### src/rtl/fp_pkg.sv
// Shared definitions for the FP normalizer: FSM states and shift-select encodings.
// The optional sticky right shift is enabled by defining FP_NORM_STICKY_EN.
package fp_pkg;

    typedef enum logic [1:0] {
        IDLE  = 2'd0,
        SHIFT = 2'd1,
        DONE  = 2'd2
    } norm_state_t;

    localparam logic [1:0] SEL_NONE  = 2'd0;
    localparam logic [1:0] SEL_RIGHT = 2'd1;
    localparam logic [1:0] SEL_LEFT  = 2'd2;

endpackage

### src/rtl/fp_shift_step.sv
// Combinational 1-bit mantissa shifter: hold, logical right, or logical left.
// With FP_NORM_STICKY_EN defined, a right shift ORs the dropped LSB into the new LSB.
module fp_shift_step
    import fp_pkg::*;
#(
    parameter int MANT_W = 29
) (
    input  logic [1:0]        sel_i,
    input  logic [MANT_W-1:0] mant_i,
    output logic [MANT_W-1:0] mant_o
);

    always_comb begin
        mant_o = mant_i;
        case (sel_i)
            SEL_RIGHT: begin
                mant_o = {1'b0, mant_i[MANT_W-1:1]};
`ifdef FP_NORM_STICKY_EN
                // Keep the lost bit visible to the rounder as a sticky bit.
                mant_o[0] = mant_i[1] | mant_i[0];
`endif
            end
            SEL_LEFT:  mant_o = {mant_i[MANT_W-2:0], 1'b0};
            default:   mant_o = mant_i;
        endcase
    end

endmodule

### src/rtl/fp_normalizer_seq.sv
// Sequential mantissa normalizer: one 1-bit shift per clock with exponent tracking
// and zero/overflow/underflow flags. Sticky right shift enabled by FP_NORM_STICKY_EN.
module fp_normalizer_seq
    import fp_pkg::*;
#(
    parameter int MANT_W = 29,
    parameter int EXP_W  = 8
) (
    input  logic              clock,
    input  logic              reset,
    input  logic              in_valid,
    output logic              in_ready,
    input  logic [MANT_W-1:0] mant_in,
    input  logic [EXP_W-1:0]  exp_in,
    output logic              out_valid,
    input  logic              out_ready,
    output logic [MANT_W-1:0] mant_out,
    output logic [EXP_W-1:0]  exp_out,
    output logic              zero,
    output logic              ovf,
    output logic              unf
);

    localparam logic [EXP_W-1:0] EXP_MAX    = {EXP_W{1'b1}};
    localparam logic [EXP_W-1:0] EXP_MAX_M1 = {{(EXP_W-1){1'b1}}, 1'b0};
    localparam logic [EXP_W-1:0] EXP_ONE    = {{(EXP_W-1){1'b0}}, 1'b1};
    localparam logic [EXP_W-1:0] EXP_ZERO   = {EXP_W{1'b0}};

    norm_state_t       state_q;
    logic [MANT_W-1:0] mant_q;
    logic [EXP_W-1:0]  exp_q;
    logic [MANT_W-1:0] mant_out_q;
    logic [EXP_W-1:0]  exp_out_q;
    logic              zero_q;
    logic              ovf_q;
    logic              unf_q;

    logic [1:0]        sel;
    logic [MANT_W-1:0] mant_d;

    // The shifter output is only committed when the FSM decides to shift.
    always_comb begin
        sel = SEL_NONE;
        if (state_q == SHIFT) begin
            if (mant_q[MANT_W-1]) begin
                sel = SEL_RIGHT;
            end else if (!mant_q[MANT_W-2]) begin
                sel = SEL_LEFT;
            end
        end
    end

    fp_shift_step #(
        .MANT_W (MANT_W)
    ) u_shift_step (
        .sel_i  (sel),
        .mant_i (mant_q),
        .mant_o (mant_d)
    );

    always_ff @(posedge clock) begin
        if (reset) begin
            state_q    <= IDLE;
            mant_out_q <= '0;
            exp_out_q  <= '0;
            zero_q     <= 1'b0;
            ovf_q      <= 1'b0;
            unf_q      <= 1'b0;
        end else begin
            case (state_q)
                IDLE: begin
                    if (in_valid) begin
                        mant_q  <= mant_in;
                        exp_q   <= exp_in;
                        zero_q  <= 1'b0;
                        ovf_q   <= 1'b0;
                        unf_q   <= 1'b0;
                        state_q <= SHIFT;
                    end
                end
                SHIFT: begin
                    if (mant_q == '0) begin
                        zero_q     <= 1'b1;
                        mant_out_q <= '0;
                        exp_out_q  <= EXP_ZERO;
                        state_q    <= DONE;
                    end else if (exp_q == EXP_MAX) begin
                        // Inf/NaN exponent on input: pass through untouched.
                        ovf_q      <= 1'b1;
                        mant_out_q <= mant_q;
                        exp_out_q  <= exp_q;
                        state_q    <= DONE;
                    end else if (mant_q[MANT_W-1]) begin
                        if (exp_q == EXP_MAX_M1) begin
                            ovf_q      <= 1'b1;
                            mant_out_q <= mant_q;
                            exp_out_q  <= EXP_MAX;
                            state_q    <= DONE;
                        end else begin
                            mant_q <= mant_d;
                            exp_q  <= exp_q + EXP_ONE;
                        end
                    end else if (!mant_q[MANT_W-2]) begin
                        if (exp_q == EXP_ZERO) begin
                            unf_q      <= 1'b1;
                            mant_out_q <= mant_q;
                            exp_out_q  <= exp_q;
                            state_q    <= DONE;
                        end else begin
                            mant_q <= mant_d;
                            exp_q  <= exp_q - EXP_ONE;
                        end
                    end else begin
                        mant_out_q <= mant_q;
                        exp_out_q  <= exp_q;
                        state_q    <= DONE;
                    end
                end
                DONE: begin
                    if (out_ready) begin
                        state_q <= IDLE;
                    end
                end
                default: state_q <= IDLE;
            endcase
        end
    end

    assign in_ready  = (state_q == IDLE);
    assign out_valid = (state_q == DONE);
    assign mant_out  = mant_out_q;
    assign exp_out   = exp_out_q;
    assign zero      = zero_q;
    assign ovf       = ovf_q;
    assign unf       = unf_q;

endmodule

### config.mk
export PLATFORM = sky130hd
export DESIGN_NAME = fp_normalizer_seq
export DESIGN_NICKNAME = d
export VERILOG_FILES = /design/src/rtl/fp_pkg.sv /design/src/rtl/fp_shift_step.sv /design/src/rtl/fp_normalizer_seq.sv
export SDC_FILE = /design/constraint.sdc
export NUM_CORES = 1
export LEC_CHECK = 0
export ABC_AREA = 1
export CAP_MARGIN = 0
export CORE_ASPECT_RATIO = 0.7
export CORE_MARGIN = 4
export CORE_UTILIZATION = 48
export CTS_CLUSTER_SIZE = 30
export DETAILED_ROUTE_END_ITERATION = 16
export MAX_ROUTING_LAYER = met4
export PLACE_DENSITY = 0.73
export SKIP_CTS_REPAIR_TIMING = 1
export SLEW_MARGIN = 10
export SYNTH_ARGS = -nofsm -noshare
export SYNTH_HDL_FRONTEND = slang
export SYNTH_SLANG_ARGS = --single-unit
### constraint.sdc
create_clock -name clock -period 2.95 [get_ports clock]
set_input_delay 0.59 -clock clock [delete_from_list [all_inputs] [get_ports clock]]
set_output_delay 0.59 -clock clock [all_outputs]
set_load 0.01 [all_outputs]
==> metrics.txt <==
status completed; vias in the first global route 3824; fmax 0.396 GHz; fin. max-slew vios 0; grt ovf 0; post-synth cell types 36; number of max-cap violations 0; port buffer count 82; clk sinks 79; I/O Pins 83; post-route cell area 5640 um2; Die Area 10800 um2; Top Family by Delay on Critical Path buffers and inverters; total number of yosys warnings 0; Worst setup EP type register; largest net degree at the start of global routing 47; Slew headroom 46.6%; internal power 2.20 mW; Initial DRT Pass Iterations 5; Post-Syn Instances 593; crit-path cells clkinv_1, nor2_1, inv_1, ha_1, clkinv_1, buf_4, o22ai_1, o21ai_0, o21ai_0; CP Launch Type register; Setup TNS 0 ns; dpl hpwl 8.20 mm; CTS root buf clkbuf_16; Final nets 721; Critical Path Max Stage Delay 0.41 ns; worst path bufs/invs 4; Iter 0 DRT Violations 410; sequential area share after synthesis 44.2%; sw frac 28.0%; uppermost routed layer met4; post-synthesis cell area 4420 um2; Worst Tran Pin Value 0.799 ns; CTS tree yes; number of flops mapped to enable cells by yosys 37; clock-pin transition on the worst setup and hold timing paths 0.06 ns; Vias/cell 5.32; final hold violation count 0; Worst EP required 2.99 ns; area delta synth->final 27.6%; placed inst area 5310 um2; Total GRT Usage 23.0%; core box area 8690 um2; antenna fix cells 0; most common cell in the netlist nand2_1; width of the die 123 um; gpl congestion 0.845; asr flop ratio synth 0%; Mapped Nets 650; Routed WL per cell 14.7 um; Seq pwr share 41.9%; Chip Height 88.3 um; Post-synth top cells 160 x nand2_1, 69 x o21ai_0, 55 x inv_1; Area contributors post-synth edfxtp_1 25%, dfxtp_1 19%, nand2_1 14%; Hold WS 0.459 ns; initial core utilization 50.8%; initial antenna violation count 0; WS Path Type reg2reg; final setup violation count 0; worst skew pair latency 0.33 ns; Worst Path Max Fanout 16; HP Class reg2reg; Clk network pwr share 38.5%; Comb power frac 19.5%; routed length on met2 4.55 mm; cell area power density 543 nW/um2; row cnt 28; depth of the CTS H-tree 3; Detail Route Antenna Nets 0; Post-route DRC 0; overall routed net length 11.6 mm; slowest stage cell, crit path edfxtp_1; Psw 0.858 mW; Data arrival, critical path 2.56 ns; clk buf depth 2; Max VDD drop 0.342 mV; Synth top area share 25.1%; Synth area leader edfxtp_1; Synth Register Bits 79; first-pass GRT wire length 19.3 mm; Lkg Pwr 2.35 nW; min cycle time layout 2.53 ns; met3 wire length 911 um; DR vias 4200; syn avg cell area 7.45 um2; share of layout cells above drive strength 1 6.88%; post-route clock period utilization 85.6%; clock skew 0.00749 ns; top_reg_cell synth dfxtp_1; RSZ-0062 raised after global routing no; CTS Buf Count 9; met1 WL 5.99 mm
flip-flops by register name (all words and copies together) (netlist names):
| signal | count |
|---|---|
| exp_out | 8 |
| exp_q | 8 |
| mant_out | 29 |
| mant_q | 29 |
| ovf | 1 |
| state_q | 2 |
| unf | 1 |
| zero | 1 |
layer usage:
metal	GRT usage, %	vias up
li1	-	2105
met1	34.7	1907
met3	4.54	16
met4	4.98	0
met5	-	-
met2	31.7	172
tightest hold or removal path, delay by kind of cell, from the launching register on:
family             cells  cell delay [ns]
and+or+nand+nor        1             0.06
AOI/OAI and AO/OA      1             0.05
DFF                    1             0.31
cell type report:
| class | count | area [um2] |
|---|---|---|
| fillers | 757 | 3050 |
| multi-input cells | 414 | 2050 |
| clock buffers | 14 | 308 |
| repair buffers | 91 | 901 |
| clock inverters | 2 | 15.0 |
| well taps | 120 | 150 |
| inverters | 69 | 259 |
| flip-flops and latches | 79 | 1950 |
placed cells by master, fill, tap and decap left out, types with 15 or more instances in the layout:
cell	synthesis	routed
a21oi_1	41	40
dfxtp_1	42	42
o22ai_1	25	25
ha_1	15	15
inv_1	55	55
o21ai_0	69	69
nor2_1	44	44
nand2_1	160	160
edfxtp_1	37	37
clkdlybuf4s50_1	0	82
nand3_1	35	35
metrics by stage:
stage / instances / total power [mW] / worst slack, ns / util (%)
after floorplan: 593 / 1.68 / 0.516 / -
after global placement: 773 / 1.88 / 0.556 / 61.2
after detailed placement: 773 / 1.89 / 0.480 / 61.2
after CTS: 789 / 3.07 / 0.416 / 64.9
after global routing: 789 / 3.20 / 0.170 / 64.9
final: 789 / 3.06 / 0.424 / 64.9
final timing paths:
path / startpoint / to / slack (ns) / depth (start not counted)
setup reg to reg: mant_q[28] / mant_q[4] / 0.42 / 9
setup / recovery: mant_q[28] / mant_q[4] / 0.42 / 9
hold / removal: mant_out[9] / mant_out[9] / 0.46 / 2
hold reg to reg: mant_out[9] / mant_out[9] / 0.46 / 2
power groups by stage:
stage,registers (mW),clock network (mW),logic (mW)
after floorplan,1.31,0,0.375
after global placement,1.30,0,0.579
after detailed placement,1.30,0,0.589
after CTS,1.28,1.19,0.595
after global routing,1.29,1.24,0.673
final,1.28,1.18,0.598
cells by family after synthesis:
logic type                 share of synthesized area, %
xor gates and xnor gates                          0.198
buffers and inverters                              9.63
DFF                                                44.2
adders and majority gates                          4.70
AOI/OAI and AO/OA                                  17.3
and+or+nand+nor                                    24.0
Power figures use the tool's default switching activity.
